File: src/rtl/carry_skip_adder_pipe_if.sv
// Operand/result handshake bundle for carry_skip_adder_pipe.
// The sub signal exists only when ADD_SUB_EN is defined.
interface carry_skip_adder_pipe_if #(
  parameter int WIDTH = 32
);
  logic             in_valid;
  logic             in_ready;
  logic [WIDTH-1:0] a;
  logic [WIDTH-1:0] b;
  logic             cin;
`ifdef ADD_SUB_EN
  logic             sub;
`endif
  logic             out_valid;
  logic             out_ready;
  logic [WIDTH-1:0] sum;
  logic             cout;
  logic             ovf;

`ifdef ADD_SUB_EN
  modport master (output in_valid, a, b, cin, sub, out_ready,
                  input  in_ready, out_valid, sum, cout, ovf);
  modport slave  (input  in_valid, a, b, cin, sub, out_ready,
                  output in_ready, out_valid, sum, cout, ovf);
`else
  modport master (output in_valid, a, b, cin, out_ready,
                  input  in_ready, out_valid, sum, cout, ovf);
  modport slave  (input  in_valid, a, b, cin, out_ready,
                  output in_ready, out_valid, sum, cout, ovf);
`endif
endinterface

File: src/rtl/carry_skip_adder_pipe.sv
// Pipelined carry-skip adder with valid/ready flow control and collapsing bubbles.
// Define ADD_SUB_EN to add the sub input (a + ~b + 1 when sub = 1).
module carry_skip_adder_pipe #(
  parameter int WIDTH = 32,
  parameter int BLOCK = 4,
  parameter int PIPE  = 2
) (
  input  logic                     clk,
  input  logic                     rst,
  carry_skip_adder_pipe_if.slave   bus
);
  localparam int SLICE = WIDTH / PIPE;
  localparam int NBLK  = SLICE / BLOCK;

  logic             r_vld [PIPE];
  logic [WIDTH-1:0] r_a   [PIPE];
  logic [WIDTH-1:0] r_b   [PIPE];
  logic [WIDTH-1:0] r_sum [PIPE];
  logic             r_c   [PIPE];
  logic             r_ovf [PIPE];

  logic             w_adv     [PIPE];
  logic             w_vld_src [PIPE];
  logic [WIDTH-1:0] w_a_src   [PIPE];
  logic [WIDTH-1:0] w_b_src   [PIPE];
  logic [WIDTH-1:0] w_s_src   [PIPE];
  logic [WIDTH-1:0] w_s_nx    [PIPE];
  logic             w_c_src   [PIPE];
  logic [SLICE+1:0] w_res     [PIPE];
  logic [WIDTH-1:0] w_b0;
  logic             w_c0;

  // Returns {slice carry out, carry into slice MSB, slice sum}.
  function automatic logic [SLICE+1:0] slice_add(input logic [SLICE-1:0] x,
                                                 input logic [SLICE-1:0] y,
                                                 input logic ci);
    logic [SLICE-1:0] s;
    logic c, cb, p, c_msb;
    int   idx;
    s     = {SLICE{1'b0}};
    c     = ci;
    c_msb = 1'b0;
    for (int blk = 0; blk < NBLK; blk++) begin
      cb = c;
      p  = 1'b1;
      for (int i = 0; i < BLOCK; i++) begin
        idx    = blk * BLOCK + i;
        p      = p & (x[idx] ^ y[idx]);
        s[idx] = x[idx] ^ y[idx] ^ cb;
        if (idx == SLICE - 1) begin
          c_msb = cb;
        end else begin
          c_msb = c_msb;
        end
        cb = (x[idx] & y[idx]) | (cb & (x[idx] ^ y[idx]));
      end
      c = p ? c : cb;
    end
    return {c, c_msb, s};
  endfunction

  // Subtraction is folded into stage 0 as inverted B with forced carry-in.
  always_comb begin
`ifdef ADD_SUB_EN
    w_b0 = bus.sub ? ~bus.b : bus.b;
    w_c0 = bus.sub ? 1'b1 : bus.cin;
`else
    w_b0 = bus.b;
    w_c0 = bus.cin;
`endif
  end

  // A stage may load when it is empty or everything downstream moves.
  always_comb begin
    w_adv[PIPE-1] = !r_vld[PIPE-1] || bus.out_ready;
    for (int k = PIPE - 2; k >= 0; k--) begin
      w_adv[k] = !r_vld[k] || w_adv[k+1];
    end
  end

  // Per-stage sources and the slice result each stage will register.
  always_comb begin
    w_vld_src[0] = bus.in_valid;
    w_a_src[0]   = bus.a;
    w_b_src[0]   = w_b0;
    w_c_src[0]   = w_c0;
    w_s_src[0]   = {WIDTH{1'b0}};
    for (int k = 1; k < PIPE; k++) begin
      w_vld_src[k] = r_vld[k-1];
      w_a_src[k]   = r_a[k-1];
      w_b_src[k]   = r_b[k-1];
      w_c_src[k]   = r_c[k-1];
      w_s_src[k]   = r_sum[k-1];
    end
    for (int k = 0; k < PIPE; k++) begin
      w_res[k]  = slice_add(w_a_src[k][k*SLICE +: SLICE], w_b_src[k][k*SLICE +: SLICE], w_c_src[k]);
      w_s_nx[k] = w_s_src[k];
      w_s_nx[k][k*SLICE +: SLICE] = w_res[k][SLICE-1:0];
    end
  end

  // Stage registers; a stage holds its beat while it cannot advance.
  always_ff @(posedge clk or posedge rst) begin
    if (rst) begin
      for (int k = 0; k < PIPE; k++) begin
        r_vld[k] <= 1'b0;
        r_a[k]   <= {WIDTH{1'b0}};
        r_b[k]   <= {WIDTH{1'b0}};
        r_sum[k] <= {WIDTH{1'b0}};
        r_c[k]   <= 1'b0;
        r_ovf[k] <= 1'b0;
      end
    end else begin
      for (int k = 0; k < PIPE; k++) begin
        if (w_adv[k]) begin
          r_vld[k] <= w_vld_src[k];
          r_a[k]   <= w_a_src[k];
          r_b[k]   <= w_b_src[k];
          r_sum[k] <= w_s_nx[k];
          r_c[k]   <= w_res[k][SLICE+1];
          r_ovf[k] <= w_res[k][SLICE+1] ^ w_res[k][SLICE];
        end
      end
    end
  end

  assign bus.in_ready  = !rst && w_adv[0];
  assign bus.out_valid = r_vld[PIPE-1];
  assign bus.sum       = r_sum[PIPE-1];
  assign bus.cout      = r_c[PIPE-1];
  assign bus.ovf       = r_ovf[PIPE-1];
endmodule

File: src/flat_wrapper.sv
// flat-port wrapper written by rule: the top's interface ports become plain ports
module carry_skip_adder_pipe_flat 
#(
  parameter int WIDTH = 32,
  parameter int BLOCK = 4,
  parameter int PIPE  = 2
)
  (clk, rst, bus_in_valid, bus_a, bus_b, bus_cin, bus_out_ready, bus_in_ready, bus_out_valid, bus_sum, bus_cout, bus_ovf);
  carry_skip_adder_pipe_if #(.WIDTH(WIDTH)) bus_i ();
  input  logic clk;
  input  logic rst;
  input wire logic [$bits(bus_i.in_valid)-1:0] bus_in_valid;
  input wire logic [$bits(bus_i.a)-1:0] bus_a;
  input wire logic [$bits(bus_i.b)-1:0] bus_b;
  input wire logic [$bits(bus_i.cin)-1:0] bus_cin;
  input wire logic [$bits(bus_i.out_ready)-1:0] bus_out_ready;
  output wire logic [$bits(bus_i.in_ready)-1:0] bus_in_ready;
  output wire logic [$bits(bus_i.out_valid)-1:0] bus_out_valid;
  output wire logic [$bits(bus_i.sum)-1:0] bus_sum;
  output wire logic [$bits(bus_i.cout)-1:0] bus_cout;
  output wire logic [$bits(bus_i.ovf)-1:0] bus_ovf;
  assign bus_i.in_valid = bus_in_valid;
  assign bus_i.a = bus_a;
  assign bus_i.b = bus_b;
  assign bus_i.cin = bus_cin;
  assign bus_i.out_ready = bus_out_ready;
  assign bus_in_ready = bus_i.in_ready;
  assign bus_out_valid = bus_i.out_valid;
  assign bus_sum = bus_i.sum;
  assign bus_cout = bus_i.cout;
  assign bus_ovf = bus_i.ovf;
  carry_skip_adder_pipe #(.WIDTH(WIDTH), .BLOCK(BLOCK), .PIPE(PIPE)) u_core (.clk(clk), .rst(rst), .bus(bus_i));
endmodule
File: config.mk
export PLATFORM = sky130hd
export DESIGN_NAME = carry_skip_adder_pipe_flat
export DESIGN_NICKNAME = d
export VERILOG_FILES = /design/src/rtl/carry_skip_adder_pipe_if.sv /design/src/rtl/carry_skip_adder_pipe.sv /design/src/flat_wrapper.sv
export SDC_FILE = /design/constraint.sdc
export NUM_CORES = 1
export LEC_CHECK = 0
export ABC_AREA = 1
export CELL_PAD_IN_SITES_DETAIL_PLACEMENT = 2
export CELL_PAD_IN_SITES_GLOBAL_PLACEMENT = 2
export CORE_ASPECT_RATIO = 0.9
export CORE_UTILIZATION = 29
export CTS_BUF_LIST = sky130_fd_sc_hd__clkbuf_4
export DETAILED_ROUTE_END_ITERATION = 7
export PLACE_DENSITY = 0.81
export SLEW_MARGIN = 20
export SYNTH_ARGS = -nofsm -noshare
export SYNTH_HDL_FRONTEND = slang
export SYNTH_SLANG_ARGS = --single-unit
File: constraint.sdc
create_clock -name clk -period 8.7 [get_ports clk]
set_clock_uncertainty 0.15 [all_clocks]
set_input_delay 1.74 -clock clk [delete_from_list [all_inputs] [get_ports clk]]
set_output_delay 1.74 -clock clk [all_outputs]
set_load 0.05 [all_outputs]
==> results of run 1 <==
report_power, final:
group / total, mW / leakage, nW / switching, mW / internal, mW
Combinational: 0.569 / 1.88 / 0.358 / 0.211
Clock: 0.238 / 0.0740 / 0.141 / 0.0971
Sequential: 0.535 / 1.02 / 0.0586 / 0.477
area by class of cell:
| class | count | area, um2 | share of cell area, % |
|---|---|---|---|
| Clock buffer | 12 | 90.1 | 1.48 |
| Inverter | 30 | 114 | 1.87 |
| Clock inverter | 3 | 46.3 | 0.760 |
| Sequential cell | 85 | 2130 | 34.9 |
| Timing Repair Buffer | 121 | 1170 | 19.2 |
| Tap cell | 207 | 259 | 4.25 |
| Antenna cell | 2 | 5.00 | 0.0822 |
| Multi-Input combinational cell | 353 | 2280 | 37.4 |
sequential cells by signal, indices dropped and copies added (netlist names):
name and flops:
u_core.bus.cout 1, u_core.bus.out_valid 1, u_core.bus.ovf 1, u_core.bus.sum 32, u_core.r_a 16, u_core.r_b 16
u_core.r_c 1, u_core.r_sum 16, u_core.r_vld 1
per-layer routing:
layer,GRT usage (%),up-vias
li1,-,1695
met1,19.0,1834
met2,29.6,74
met3,2.73,16
met4,7.28,0
met5,0,-
path summary, 6_finish.rpt:
path                                  start                 end  slack (ps)  cells past startpoint
min reg2reg                u_core.r_sum[39]   u_core.bus.sum[7]         340                      2
max in group asynchronous               rst  u_core.bus.sum[18]        5770                      3
min                        u_core.r_sum[39]   u_core.bus.sum[7]         340                      2
max reg2reg                   u_core.r_c[1]      u_core.bus.ovf         410                     31
min in group asynchronous               rst      u_core.r_a[53]        1450                      2
max                                 bus_cin    u_core.r_sum[47]         280                     28
synth_stat cells:
cell,n
clkbuf_1,4
nor2_1,8
dfrtp_1,85
o21bai_1,1
inv_1,28
buf_4,32
buf_2,12
nor2_8,1
a31oi_1,1
nor2_4,1
nor2_2,1
ha_1,32
fa_1,32
or2_1,1
o21ai_1,8
o21ai_0,12
nand2_1,237
nand4_1,2
inv_2,2
nand3_1,10
or2_2,5
o211ai_1,1
worst max-delay path, cell delays in order:
cell and delay [ps]:
dlygate4sd2_1 260, fa_2 400, fa_2 360, fa_2 340
fa_1 360, inv_1 80, o21ai_0 110, fa_2 360
fa_2 350, fa_2 340, fa_1 350, or2_2 300
nand2_1 90, inv_1 50, fa_1 350, inv_1 70
fa_1 160, inv_1 60, fa_2 350, fa_1 360
nand2_1 100, nand2_1 80, fa_2 340, fa_2 340
fa_1 360, inv_1 70, fa_1 400, o21ai_1 120
repair_timing:
action	4_1_cts	5_1_grt
setup endpoints to repair	7	5
pin swaps	1	3
endpoints found under the hold margin	0	0
gates resized for setup	23	6
per-stage QoR:
step                      area [um2]  power (mW)
after floorplan                 4780       0.940
after global routing            6090        1.43
final                           6090        1.34
after CTS                       6070        1.37
after detailed placement        5890        1.11
after global placement          5890        1.08
cell families (layout without fill, tap and decap cells):
| logic type | count (synthesis) | after routing | share of synthesized area [%] |
|---|---|---|---|
| other | 0 | 2 | 0 |
| flip-flops | 85 | 85 | 44.5 |
| AND/OR/NAND/NOR | 266 | 266 | 22.1 |
| buffers and inverters | 78 | 166 | 8.96 |
| adder cells (fa/ha/maj) | 64 | 64 | 21.8 |
| AO/OA/AOI/OAI | 23 | 23 | 2.54 |
==> summary.md, run 1 <==
| Metric | Value |
|---|---|
| Status | finished clean |
| Hold_ws | between 300 and 400 ps |
| Final core occ | 37.7% |
| Post-synth top area cell | dfrtp_1 |
| WL met2 | between 6000 and 7000 um |
| Htree depth | 3 |
| Largest net degree at the start of global routing | between 60 and 70 |
| First-pass GRT wire length | ~21000 um |
| Crit path DAT | 8650 ps |
| Critical Path Sink Type | register |
| Final Critical Period | approximately 8400 ps |
| Share of Yosys cell area claimed by the top area cell type | ~45% |
| Row cnt | 44 |
| Final Non-Filler Cells | around 810 |
| DR pass1 iterations | 4 |
| Synth area leaders | dfrtp_1, nand2_1, fa_1, ha_1, buf_4 |
| Post-route ant nets | 0 |
| Clock Sinks | 85 |
| Maximum clock path buffer count | 2 |
| Most common cell after layout, fill and taps aside | nand2_1 |
| Netlist cell types | 22 |
| VDD IR max | ~0.11 mV |
| Seq cells post-synth | 85 |
| CTS tree | done |
| Worst-Margin Slew | 987 ps |
| Final setup viols | 0 |
| Req. time, crit path | 8930 ps |
| Die footprint | between 15000 and 20000 um2 |
| Max-Cap Viols | 0 |
| Antenna violations before repair | 2 |
| Metal3 WL | 505 um |
| Mapped Nets | 649 |
| Tightest Hold Check Type | register to register |
| Fin. max-slew vios | 0 |
| IO buf count | about 100 |
| GRT Overall Usage | 16.4% |
| RSZ-0062 raised after global routing | no |
| Yosys warns | 0 |
| DRT iter0 DRCs | around 100 |
| Post-Place Worst Slack | -925 ps |
| Nets | about 730 |
| Dpl hpwl | 9430 um |
| Max layer used | met4 |
| Routed WL | 12900 um |
| Synth-to-layout area growth | 27.5% |
| Grt ovf | 0 |
| Die H | between 100 and 150 um |
| Clock root buffer | clkbuf_4 |
| Worst skew pair latency | around 450 ps |
| Hold_buf cts | 0 |
| CP Launch Type | primary input |
| Leak | slightly below 3 nW |
| Share of layout cells above drive strength 1 | about 11% |
| Slew Limit Headroom | about a third |
| Most frequent cells in the layout | nand2_1, clkdlybuf4s50_1, dfrtp_1 |
| Area of the core | approximately 16000 um2 |
| Drt drc | 0 |
| Fillcell total | 1755 |
| Clk slew on worst S/H paths | 140 ps |
| Synthesized cell area | ~4800 um2 |
| Worst-path fanout max | 2 |
| FMAX | around 0.12 GHz |
| PD cells | roughly 220 nW/um2 |
| Avg Inst Size Synth | roughly 9.3 um2 |
| Vias in the first global route | between 4000 and 5000 |
| I/O pin cnt | approximately 110 |
| Vias | 3619 |
| GPL Wtd Cong | 0.782 |
| Seq/Total Area, Yosys | around 45% |
| Clock buffers created by TritonCTS | 9 |
| CP Class | primary input to register |
| Routed vias/inst | 4.45 |
| Wl on met1 | between 5000 and 6000 um |
| Final period utilization | a little over nine tenths |
| Routed WL per cell | 15.8 um |
| Final worst setup slack | around 280 ps |
| Initial Utilization | between 20% and 30% |
| Fin. Hold Viols | 0 |
| Post-CTS Setup Repair Bufs | 0 |
| Fin Setup TNS | 0 ps |
| Chip Width | between 100 and 150 um |
| Synth Instances | around 520 |
| Inst Count DP | 796 |
No activity file was read; power rests on OpenSTA's default activity.
==> run 2, diff against run 1 <==
- GPL_TIMING_DRIVEN: not set -> 0
==> run 2 against run 1 <==
- first-iteration DRC count rose by 11%
- critical path depth did not move
- hold slack improved by 5.0 ps
- worst setup slack got worse by 64 ps
- flip-flop and latch count did not move
- final area rose by 3.2%
- critical endpoint unchanged
==> summary.md, run 2 (synthesis results as in run 1) <==
| Metric | Value |
|---|---|
| Status | finished clean |
| Worst-Margin Slew | between 500 and 600 ps |
| Max-Cap Viols | 0 |
| GPL Wtd Cong | roughly 0.75 |
| CTS tree | done |
| Drt drc | 0 |
| Metal3 WL | between 400 and 500 um |
| Htree depth | 3 |
| Row cnt | between 40 and 50 |
| Tightest Hold Check Type | register to register |
| Final period utilization | a little over nine tenths |
| Vias | around 3700 |
| First-pass GRT wire length | around 22000 um |
| Final Critical Period | 8490 ps |
| Clock buffers created by TritonCTS | 9 |
| Clock Sinks | 85 |
| Routed WL per cell | between 15 and 20 um |
| Worst R2R Start | u_core.r_c[1] |
| Area of the multi-input gates | 2290 um2 |
| Leak | approximately 3.1 nW |
| Share of layout cells above drive strength 1 | around 16% |
| Number of flip-flops in the largest register | 32 |
| Post-route ant nets | 0 |
| Die H | approximately 120 um |
| Fillcell total | 1775 |
| Clock root buffer | clkbuf_4 |
| Final Power | about 1.4 mW |
| WL met2 | between 6000 and 7000 um |
| CP Class | primary input to register |
| FMAX | approximately 0.12 GHz |
| Area of the core | about 16000 um2 |
| HP Start | u_core.r_sum[40] |
| Hold Path Sink | u_core.bus.sum[8] |
| IO buf count | between 100 and 150 |
| Hold_ws | 341 ps |
| DRT iter0 DRCs | around 120 |
| DR pass1 iterations | 6 |
| Wl on met1 | 6090 um |
| Origin of the worst setup path | bus_cin |
| Crit path DAT | ~8700 ps |
| Initial Utilization | approximately 30% |
| Routed WL | ~14000 um |
| Final setup viols | 0 |
| Final Cell Area | about 6300 um2 |
| DP Area | about 6100 um2 |
| FF/Latch Area | roughly 2100 um2 |
| VDD IR max | ~0.15 mV |
| Grt ovf | 0 |
| Largest net degree at the start of global routing | 45 |
| Most frequent cells in the layout | nand2_1, clkdlybuf4s50_1, dfrtp_1 |
| WHS Path Cells | 2 |
| Req. time, crit path | 8930 ps |
| GRT Overall Usage | approximately 17% |
| Die footprint | roughly 17000 um2 |
| Depth of the worst register-to-register path | 31 |
| Critical Path Sink Type | register |
| Reg2Reg Capture Point | u_core.bus.ovf |
| Fin. max-slew vios | 0 |
| Slew Limit Headroom | roughly 60% |
| Final core occ | roughly 39% |
| Most common cell after layout, fill and taps aside | nand2_1 |
| Worst-path fanout max | 2 |
| RSZ-0062 raised after global routing | no |
| Max layer used | met4 |
| Routed vias/inst | 4.36 |
| Fin. Hold Viols | 0 |
| I/O pin cnt | about 110 |
| Chip Width | 137 um |
| PD cells | ~220 nW/um2 |
| Maximum clock path buffer count | 2 |
| Nets | around 770 |
| Internal reg-to-reg setup slack | 370 ps |
| Hold_buf cts | 0 |
| Vias in the first global route | ~4300 |
| Worst skew pair latency | around 460 ps |
| Clk slew on worst S/H paths | between 100 and 150 ps |
| Antenna violations before repair | 2 |
| CP Launch Type | primary input |
| Dpl hpwl | between 10000 and 15000 um |
| Synth-to-layout area growth | 31.6% |
==> run 2: changes by cell type in the layout (fill, tap and decap cells not counted), moves of 3 or more <==
| cell | change |
|---|---|
| buf_2 | +12 |
| clkbuf_4 | -3 |
| clkinv_2 | +3 |
| clkbuf_1 | +4 |
| buf_4 | +16 |
==> run 2: how the worst max path moves through the flow <==
stage	to	slack [ps]	cells past startpoint
global route	u_core.r_sum[47]	20	28
floorplan	u_core.r_sum[47]	10	27
CTS	u_core.r_sum[47]	30	28
finish	u_core.r_sum[47]	210	28
global placement	u_core.r_sum[47]	-840	28
detailed placement	u_core.r_sum[47]	-1090	28
==> run 2: stage by stage <==
| stage | setup TNS [ps] | instances | setup WS (ps) |
|---|---|---|---|
| detailed placement | -5380 | 828 | -1090 |
| CTS | 0 | 844 | 30.9 |
| global route | 0 | 846 | 22.2 |
| floorplan | 0 | 516 | 9.58 |
| finish | 0 | 846 | 213 |
| global placement | -3520 | 827 | -838 |
==> run 2: worst max-delay path: stages <==
cell and delay [ps]:
dlygate4sd2_1 270, fa_2 400, fa_2 350, fa_2 350, fa_1 380, inv_2 70, o21ai_1 80, fa_2 360
fa_2 360, fa_2 350, fa_2 340, or2_4 260, nand2_4 90, inv_1 50, fa_1 360, inv_1 80
fa_1 160, inv_1 50, fa_1 370, fa_1 360, nand2_1 90, nand2_1 80, fa_2 350, fa_2 350
fa_1 360, inv_1 80, fa_1 410, o21ai_1 140
==> run 2: area by class of cell <==
cell class | instances | area share (%)
clock inverters | 6 | 0.498
well taps | 207 | 4.12
multi-input cells | 353 | 36.5
repair buffers | 106 | 17.1
plain buffers | 48 | 5.02
clock buffers | 9 | 1.08
diodes | 2 | 0.0796
flip-flops and latches | 85 | 33.9
inverters | 30 | 1.83
==> run 2: power by group <==
part,total (mW),internal [mW],switching [mW]
Clock,0.192,0.0543,0.138
Combinational,0.630,0.258,0.372
Sequential,0.537,0.477,0.0600
Total,1.36,0.789,0.570
==> run 2: layer usage <==
layer | vias to the layer above | global-route usage, %
met5 | - | 0
met3 | 13 | 3.22
met1 | 1849 | 21.2
li1 | 1759 | -
met4 | 0 | 5.29
met2 | 65 | 30.5
==> run 2: what timing repair did <==
action                     4_1_cts  5_1_grt
setup endpoints to repair        7        5
resized for setup               27        8
cloned                           0        0
buffers inserted                 1        0
hold endpoints to repair         0        0
pin swaps                        0        3
